==> config.mk <==
export PLATFORM = sky130hd
export DESIGN_NAME = move_commit_ctrl
export DESIGN_NICKNAME = d
export VERILOG_FILES = /design/src/rtl/move_commit_ctrl.sv
export SDC_FILE = /design/constraint.sdc
export NUM_CORES = 1
export LEC_CHECK = 0
export BUFFER_PORTS_ARGS = -buffer_cell sky130_fd_sc_hd__buf_2
export CAP_MARGIN = 15
export CORE_MARGIN = 4
export CORE_UTILIZATION = 40
export DETAILED_ROUTE_END_ITERATION = 10
export PLACE_DENSITY = 0.76
export SLEW_MARGIN = 20
export SYNTH_ARGS = -nofsm -noshare
export SYNTH_HDL_FRONTEND = slang
export SYNTH_SLANG_ARGS = --single-unit
==> constraint.sdc <==
create_clock -name clk -period 5.8 [get_ports clk]
set_clock_uncertainty 0.2 [all_clocks]
set_input_delay 0.87 -clock clk [delete_from_list [all_inputs] [get_ports clk]]
set_output_delay 0.87 -clock clk [all_outputs]
set_load 0.01 [all_outputs]
==> src/rtl/move_commit_ctrl.sv <==
// move_commit_ctrl: validates one move per handshake, issues it to the board updater and reports the outcome
module move_commit_ctrl #(
    parameter int TIMEOUT = 15,
    parameter int CNT_W   = 16
) (
    input  logic             clk,
    input  logic             RST,
    input  logic             in_valid,
    output logic             in_ready,
    input  logic [3:0]       in_piece,
    input  logic [5:0]       in_square,
    input  logic [95:0]      loc_w,
    input  logic [95:0]      loc_b,
    input  logic [15:0]      alive_w,
    input  logic [15:0]      alive_b,
    output logic             upd_en,
    output logic [3:0]       upd_piece,
    output logic [5:0]       upd_move,
    output logic             upd_player,
    input  logic             upd_done,
    output logic             turn,
    output logic             result_valid,
    output logic [1:0]       result_code,
    output logic [CNT_W-1:0] move_count
);
    typedef enum logic [2:0] {IDLE, CHECK, ISSUE, WAIT, REPORT} state_t;
    localparam int TW = $clog2(TIMEOUT + 1);
    state_t        state;
    logic [TW-1:0] timer;
    logic [95:0]   own_loc;
    logic [15:0]   own_alive;
    logic          dead;
    logic          occupied;
    // Legality of the latched move against the side-to-move's own pieces; opponent squares are the updater's concern
    always_comb begin
        own_loc   = turn ? loc_w : loc_b;
        own_alive = turn ? alive_w : alive_b;
        dead      = ~own_alive[upd_piece];
        occupied  = 1'b0;
        for (int q = 0; q < 16; q++)
            occupied = occupied | (own_alive[q] && own_loc[6*q +: 6] == upd_move);
    end
    // Request sequencing: accept, check, issue, wait for completion, report
    always_ff @(posedge clk) begin
        if (RST) begin
            state        <= IDLE;
            in_ready     <= 1'b1;
            upd_en       <= 1'b0;
            upd_piece    <= '0;
            upd_move     <= '0;
            upd_player   <= 1'b1;
            turn         <= 1'b1;
            result_valid <= 1'b0;
            result_code  <= 2'b00;
            move_count   <= '0;
            timer        <= '0;
        end else begin
            upd_en       <= 1'b0;
            result_valid <= 1'b0;
            case (state)
                IDLE: begin
                    if (in_valid) begin
                        upd_piece  <= in_piece;
                        upd_move   <= in_square;
                        upd_player <= turn;
                        in_ready   <= 1'b0;
                        state      <= CHECK;
                    end
                end
                CHECK: begin
                    if (dead || occupied) begin
                        result_code  <= dead ? 2'b01 : 2'b10;
                        result_valid <= 1'b1;
                        state        <= REPORT;
                    end else begin
                        upd_en <= 1'b1;
                        state  <= ISSUE;
                    end
                end
                ISSUE: begin
                    timer <= '0;
                    state <= WAIT;
                end
                WAIT: begin
                    if (upd_done) begin
                        result_code  <= 2'b00;
                        result_valid <= 1'b1;
                        turn         <= ~turn;
                        move_count   <= move_count + CNT_W'(1);
                        state        <= REPORT;
                    end else if (timer == TW'(TIMEOUT - 1)) begin
                        result_code  <= 2'b11;
                        result_valid <= 1'b1;
                        state        <= REPORT;
                    end else begin
                        timer <= timer + TW'(1);
                    end
                end
                REPORT: begin
                    in_ready <= 1'b1;
                    state    <= IDLE;
                end
                default: state <= IDLE;
            endcase
        end
    end
endmodule

# [After elaboration in Yosys (flattened, before gate mapping)]
# Cells that the tools add are included.
[word_totals] ff_bits=40 latch_bits=0 ram_bits=0 rom_bits=0 inputBits=238 out_inout_bits=33 word_cells=110 n_memories=0
[op_classes] addsub=2 multipliers=0 div_mod_pow=0 magnitude_cmp=1 n_eq_ne=26 shift=0 n_mux=24 n_bitwise=18 n_reduce_logical=28
[op_table] cell="$eq A6 B6 Y1" n=16
[op_table] cell="$mux W96" n=1
[op_table] cell="$add A16 B1 Y16 const B" n=1
[op_table] cell="$logic_and A1 B1 Y1" n=16
[op_table] cell="$mux W16" n=1
[op_table] cell="$or A1 B1 Y1" n=15
[op_table] cell="$mux W3" n=4
[op_table] cell="$pmux W3 S4" n=1
[op_table] cell="$mux W2" n=4
[op_table] cell="$mux W4" n=2
[op_table] cell="$ne A2 B2 Y1 const B" n=4
[op_table] cell="$pmux W4 S2" n=1
[op_table] cell="$reduce_and A2 Y1" n=4
[op_table] cell="$eq A3 B2 Y1 const B" n=2
[op_table] cell="$mux W1" n=6
[op_table] cell="$reduce_and A3 Y1" n=2
[op_table] cell="$reduce_bool A2 Y1" n=3
[op_table] cell="$lt A4 B5 Y1 const B" n=1
[op_table] cell="$add A4 B1 Y4 const B" n=1
[op_table] cell="$bmux W1 S4" n=1
[op_table] cell="$eq A4 B4 Y1 const B" n=1
[op_table] cell="$pmux W1 S2" n=2
[op_table] cell="$pmux W2 S2" n=1
[op_table] cell="$eq A3 B1 Y1 const B" n=1
[op_table] cell="6 further kinds" n=8

# [Logic depth before layout (Yosys ltp)]
[logic_depth] word_depth=21 mapped_depth=11 mapped_depth_nobuf=8

# [Worst setup path after synthesis]
# OpenSTA, ideal clock, no wires.
[synth_timing] path_kind="input to register" from="in alive_w[15]" to="reg result_code[1]" setup_ps=123 arrival_time_ps=2621 t_required_ps=5477 slack_ps=2856 stages=7 path_buffers=0 cell_sequence="mux4_2 -> mux4_2 -> nand2_1 -> nand3_1 -> and3_4 -> a21oi_2 -> mux2_1"
[synth_via] elab_chain_cells=7 word_cells_on_any_way=12 classes_between="eq/ne (1); mux (6); bitwise (2); reduce/logical (3)"
[synth_lines] element="start, declared" line_no="14" rtl="input logic [15:0] alive_w,"
[synth_lines] element="$mux W16 *" line_no="37" rtl="own_alive = turn ? alive_w : alive_b;"
[synth_lines] element="$bmux W1 S4" line_no="38" rtl="dead = ~own_alive[upd_piece];"
[synth_lines] element="$mux W1 (not written as such)" line_no="38"
[synth_lines] element="$not A1 Y1" line_no="38"
[synth_lines] element="$logic_or A1 B1 Y1" line_no="71" rtl="if (dead || occupied) begin"
[synth_lines] element="$ne A2 B2 Y1 (no source line)"
[synth_lines] element="$reduce_and A3 Y1 (no source line)"
[synth_lines] element="end signal, assigned" line_no="72" rtl="result_code <= dead ? 2'b01 : 2'b10;"
[synth_lines] element="end, declared" line_no="23" rtl="output logic [1:0] result_code,"
# Mark *: on every way between the ends. The rest lies on a longest branch, timed or not. The select of a mux whose other input is x is not followed.
# A chain may end at the register's enable or synchronous reset.

# [Worst setup path in the final report]
[layout_timing] from="reg turn" to="reg result_code[1]"
[layout_via] elab_chain_cells=21 word_cells_on_any_way=58 classes_between="eq/ne (17); mux (7); bitwise (16); reduce/logical (18)"
[layout_lines] element="start, declared" line_no="21" rtl="output logic turn,"
[layout_lines] element="start signal, assigned" line_no="88" rtl="turn <= ~turn;"
[layout_lines] element="$mux W96" line_no="36" rtl="own_loc = turn ? loc_w : loc_b;"
[layout_lines] element="$eq A6 B6 Y1" line_no="41" rtl="occupied = occupied | (own_alive[q] && own_loc[6*q +: 6] == upd_move);"
[layout_lines] element="$logic_and A1 B1 Y1" line_no="41"
[layout_lines] element="$or A1 B1 Y1 (15 in series)" line_no="41"
[layout_lines] element="$logic_or A1 B1 Y1" line_no="71"
[layout_lines] element="$ne A2 B2 Y1 (no source line)"
[layout_lines] element="$reduce_and A3 Y1 (no source line)"
# Several ways; a longest one is shown, not always the timed one. The select of a mux whose other input is x is not followed.

==> impl_metrics.yaml <==
run_status:
  status: "completed"
cts:
  h-tree-depth: 2
  clock_sinks: 40
  cts_buffer_depth: 2
  post_cts_buffers: 0
  ctsHoldBuffers: 0
  clock_latency_ns: 0.29
  clockRootBuffer: "clkbuf_8"
  cts_buffers: 5
  cts_resized: 0
  cts_tree: "done"
  cts.reportedPaths.clkPinSlew_ns: 0.08
timing:
  slew_violations: 0
  hold_violations: 0
  rsz0062_at_grt: "false"
  fin_tns_setup_ns: 0
  min_period_over_period: 0.601
  setup_viol_count_final: 0
  slew_headroom: 0.485
  clock.fmax_ghz: 0.287
  finalCriticalPeriod_ns: 3.49
  tightest_slew_ns: 0.772
route:
  wirelength_um: 16300
  drcViolationCount: 0
  ant_nets: 0
  via_per_inst: 5.22
  vias: 4676
  dr.first_iter.drc_count: 350
  wl_per_cell_um: 18.2
  firstDrtPassIters: 4
synth:
  synthTopCellsByCount: "89 x mux2i_1, 66 x xnor2_1, 60 x xor2_1, 40 x dfxtp_1, 38 x nand2_1"
  synth_area_leaders: "mux2i_1 21%, dfxtp_1 19%, xnor2_1 14%, xor2_1 12%, mux4_2 3.7%"
  ys.flop_type: "dfxtp_1"
  synth-seq-area-share: 0.188
  synth_edf_count: 0
  synth_nets: 748
  synth-seq-cells: 40
  yosysMostFrequentCell: "mux2i_1"
  syn-instance-count: 507
  yosysTopAreaCellShare: 0.210
  yosys.area.top_type: "mux2i_1"
  syn_avg_cell_area_um2: 8.39
  synth_area_um2: 4250
  synth-async-reset-ratio: 0
  synth_cell_types: 41
  yosysWarnings: 0
placement:
  port-buffer-count: 270
  gp_congestion: 0.965
  post-dp-hpwl_um: 13400
global_route:
  grt_pass1_vias: 4757
  grt_first_pass_wirelength_um: 24800
  grt-ovfl-total: 0
  antenna_found_initial: 1
  grt_usage: 0.248
  grt_max_degree: 53
power_and_ir_drop:
  max-vdd-ir-drop_uv: 166
  p_per_area_nw_per_um2: 150
  leakagePower_nw: 3.22
critical_path:
  cp.buffers_inverters: 1
  critPathMaxFanout: 52
  cp.arrival_ns: 3.46
  worstPathCellList: "buf_4, mux2i_1, xor2_1, nand3_1, nor4_1, nor3_1, and4_1, a21oi_2, mux2_1"
  critPathMaxStageDelay_ns: 0.87
  worstSetupEndpointType: "flop"
  crit_required_ns: 5.77
  path_class: "reg2reg"
  cp_top_family: "simple AND/OR/NAND/NOR gates"
  crit_slowest_cell: "dfxtp_4"
  start_kind: "flop"
final_layout:
  postLayoutCoreUtil: 0.557
  final_layout_size_suffix_gt1_frac: 0.393
  area_growth_syn_to_layout_pct: 35.3
  nets: 998
die:
  coreArea_um2: 10300
  io_pins: 271
  initial_core_util: 0.412
  fp.dieW_um: 111
  rows: 37
  fp.dieH_um: 111
  die-area_um2: 12300
flow_run:
  max_cap_violations: 0
min_path:
  hp-class: "reg2reg"
logic make-up after synthesis:
kind of cell               count (synthesis)  share of synthesized area
buffers and inverters                     45                     0.0506
and+or+nand+nor                          145                      0.167
adders and majority gates                  3                    0.00883
AOI/OAI and AO/OA                         51                     0.0759
muxes                                     97                      0.249
xor gates and xnor gates                 126                      0.260
DFF                                       40                      0.188
power breakdown:
group	leakage (nW)	internal, mW	switching (mW)	total, mW
sequential	0.325	0.287	0.0247	0.312
clock	0.0414	0.0856	0.0972	0.183
combinational	2.86	0.186	0.181	0.367
total	3.22	0.559	0.302	0.861
per-stage QoR:
step | hold WS, ns | instances | total power [mW] | setup WS [ns] | cell area [um2]
2_1_floorplan | 0.279 | 507 | 0.535 | 2.86 | 4250
3_3_place_gp | 0.247 | 886 | 0.679 | 2.32 | 5660
3_5_place_dp | 0.260 | 886 | 0.682 | 2.31 | 5660
4_1_cts | 0.272 | 894 | 0.867 | 2.27 | 5750
5_1_grt | 0.307 | 895 | 0.918 | 2.09 | 5750
6_report | 0.274 | 895 | 0.861 | 2.31 | 5750
per-layer routing:
metal	global-route usage	share of wire	vias up
met5	0	0	-
li1	-	-	2282
met1	0.299	0.39	2189
met2	0.456	0.51	181
met3	0.0464	0.074	24
met4	0.0543	0.023	0
state kept, by name (all words and copies together) (netlist names):
| register | count |
|---|---|
| result_valid | 1 |
| move_count | 16 |
| turn | 1 |
| in_ready | 1 |
| upd_piece | 4 |
| upd_player | 1 |
| state | 3 |
| timer | 4 |
| upd_en | 1 |
| result_code | 2 |
| upd_move | 6 |
cell usage in the layout, fill, tap and decap left out, types with 2 or more instances in the layout:
cell type,n
mux4_2,7
nor2_1,29
o32ai_1,2
a41oi_1,3
xor2_1,60
a31oi_1,14
nor2b_1,2
nor4_1,11
nand4_1,3
a21oi_1,13
nand2b_1,4
inv_1,8
nand2_1,38
or3_1,3
mux2i_1,89
a211oi_1,3
dfxtp_1,39
ha_1,3
buf_4,9
o21ai_0,9
buf_2,270
nand3_1,25
and4_1,2
clkbuf_8,5
xnor2_1,66
and3_1,16
nor3_1,8
tightest hold or removal path, cell delays in order (launching register included):
cell and delay, ns:
dfxtp_1 0.32, nand2_1 0.06, a21oi_1 0.06
worst paths after layout:
| check | startpoint | cells past startpoint | slack [ns] | to |
|---|---|---|---|---|
| setup reg to reg | turn | 9 | 2.31 | result_code[1] |
| setup / recovery | turn | 9 | 2.31 | result_code[1] |
| hold / removal | upd_move[3] | 2 | 0.27 | upd_move[3] |
| hold reg to reg | upd_move[3] | 2 | 0.27 | upd_move[3] |
cell type report:
type                       instances  area, um2
clock inverter                     2       16.3
clock buffer                       6       72.6
sequential                        40        805
timing repair buffer             279       1420
antenna                            1       2.50
fill                             999       4570
inverter                           9       33.8
tap                              136        170
multi-input combinational        422       3240
(Power assumes the default switching activity.)
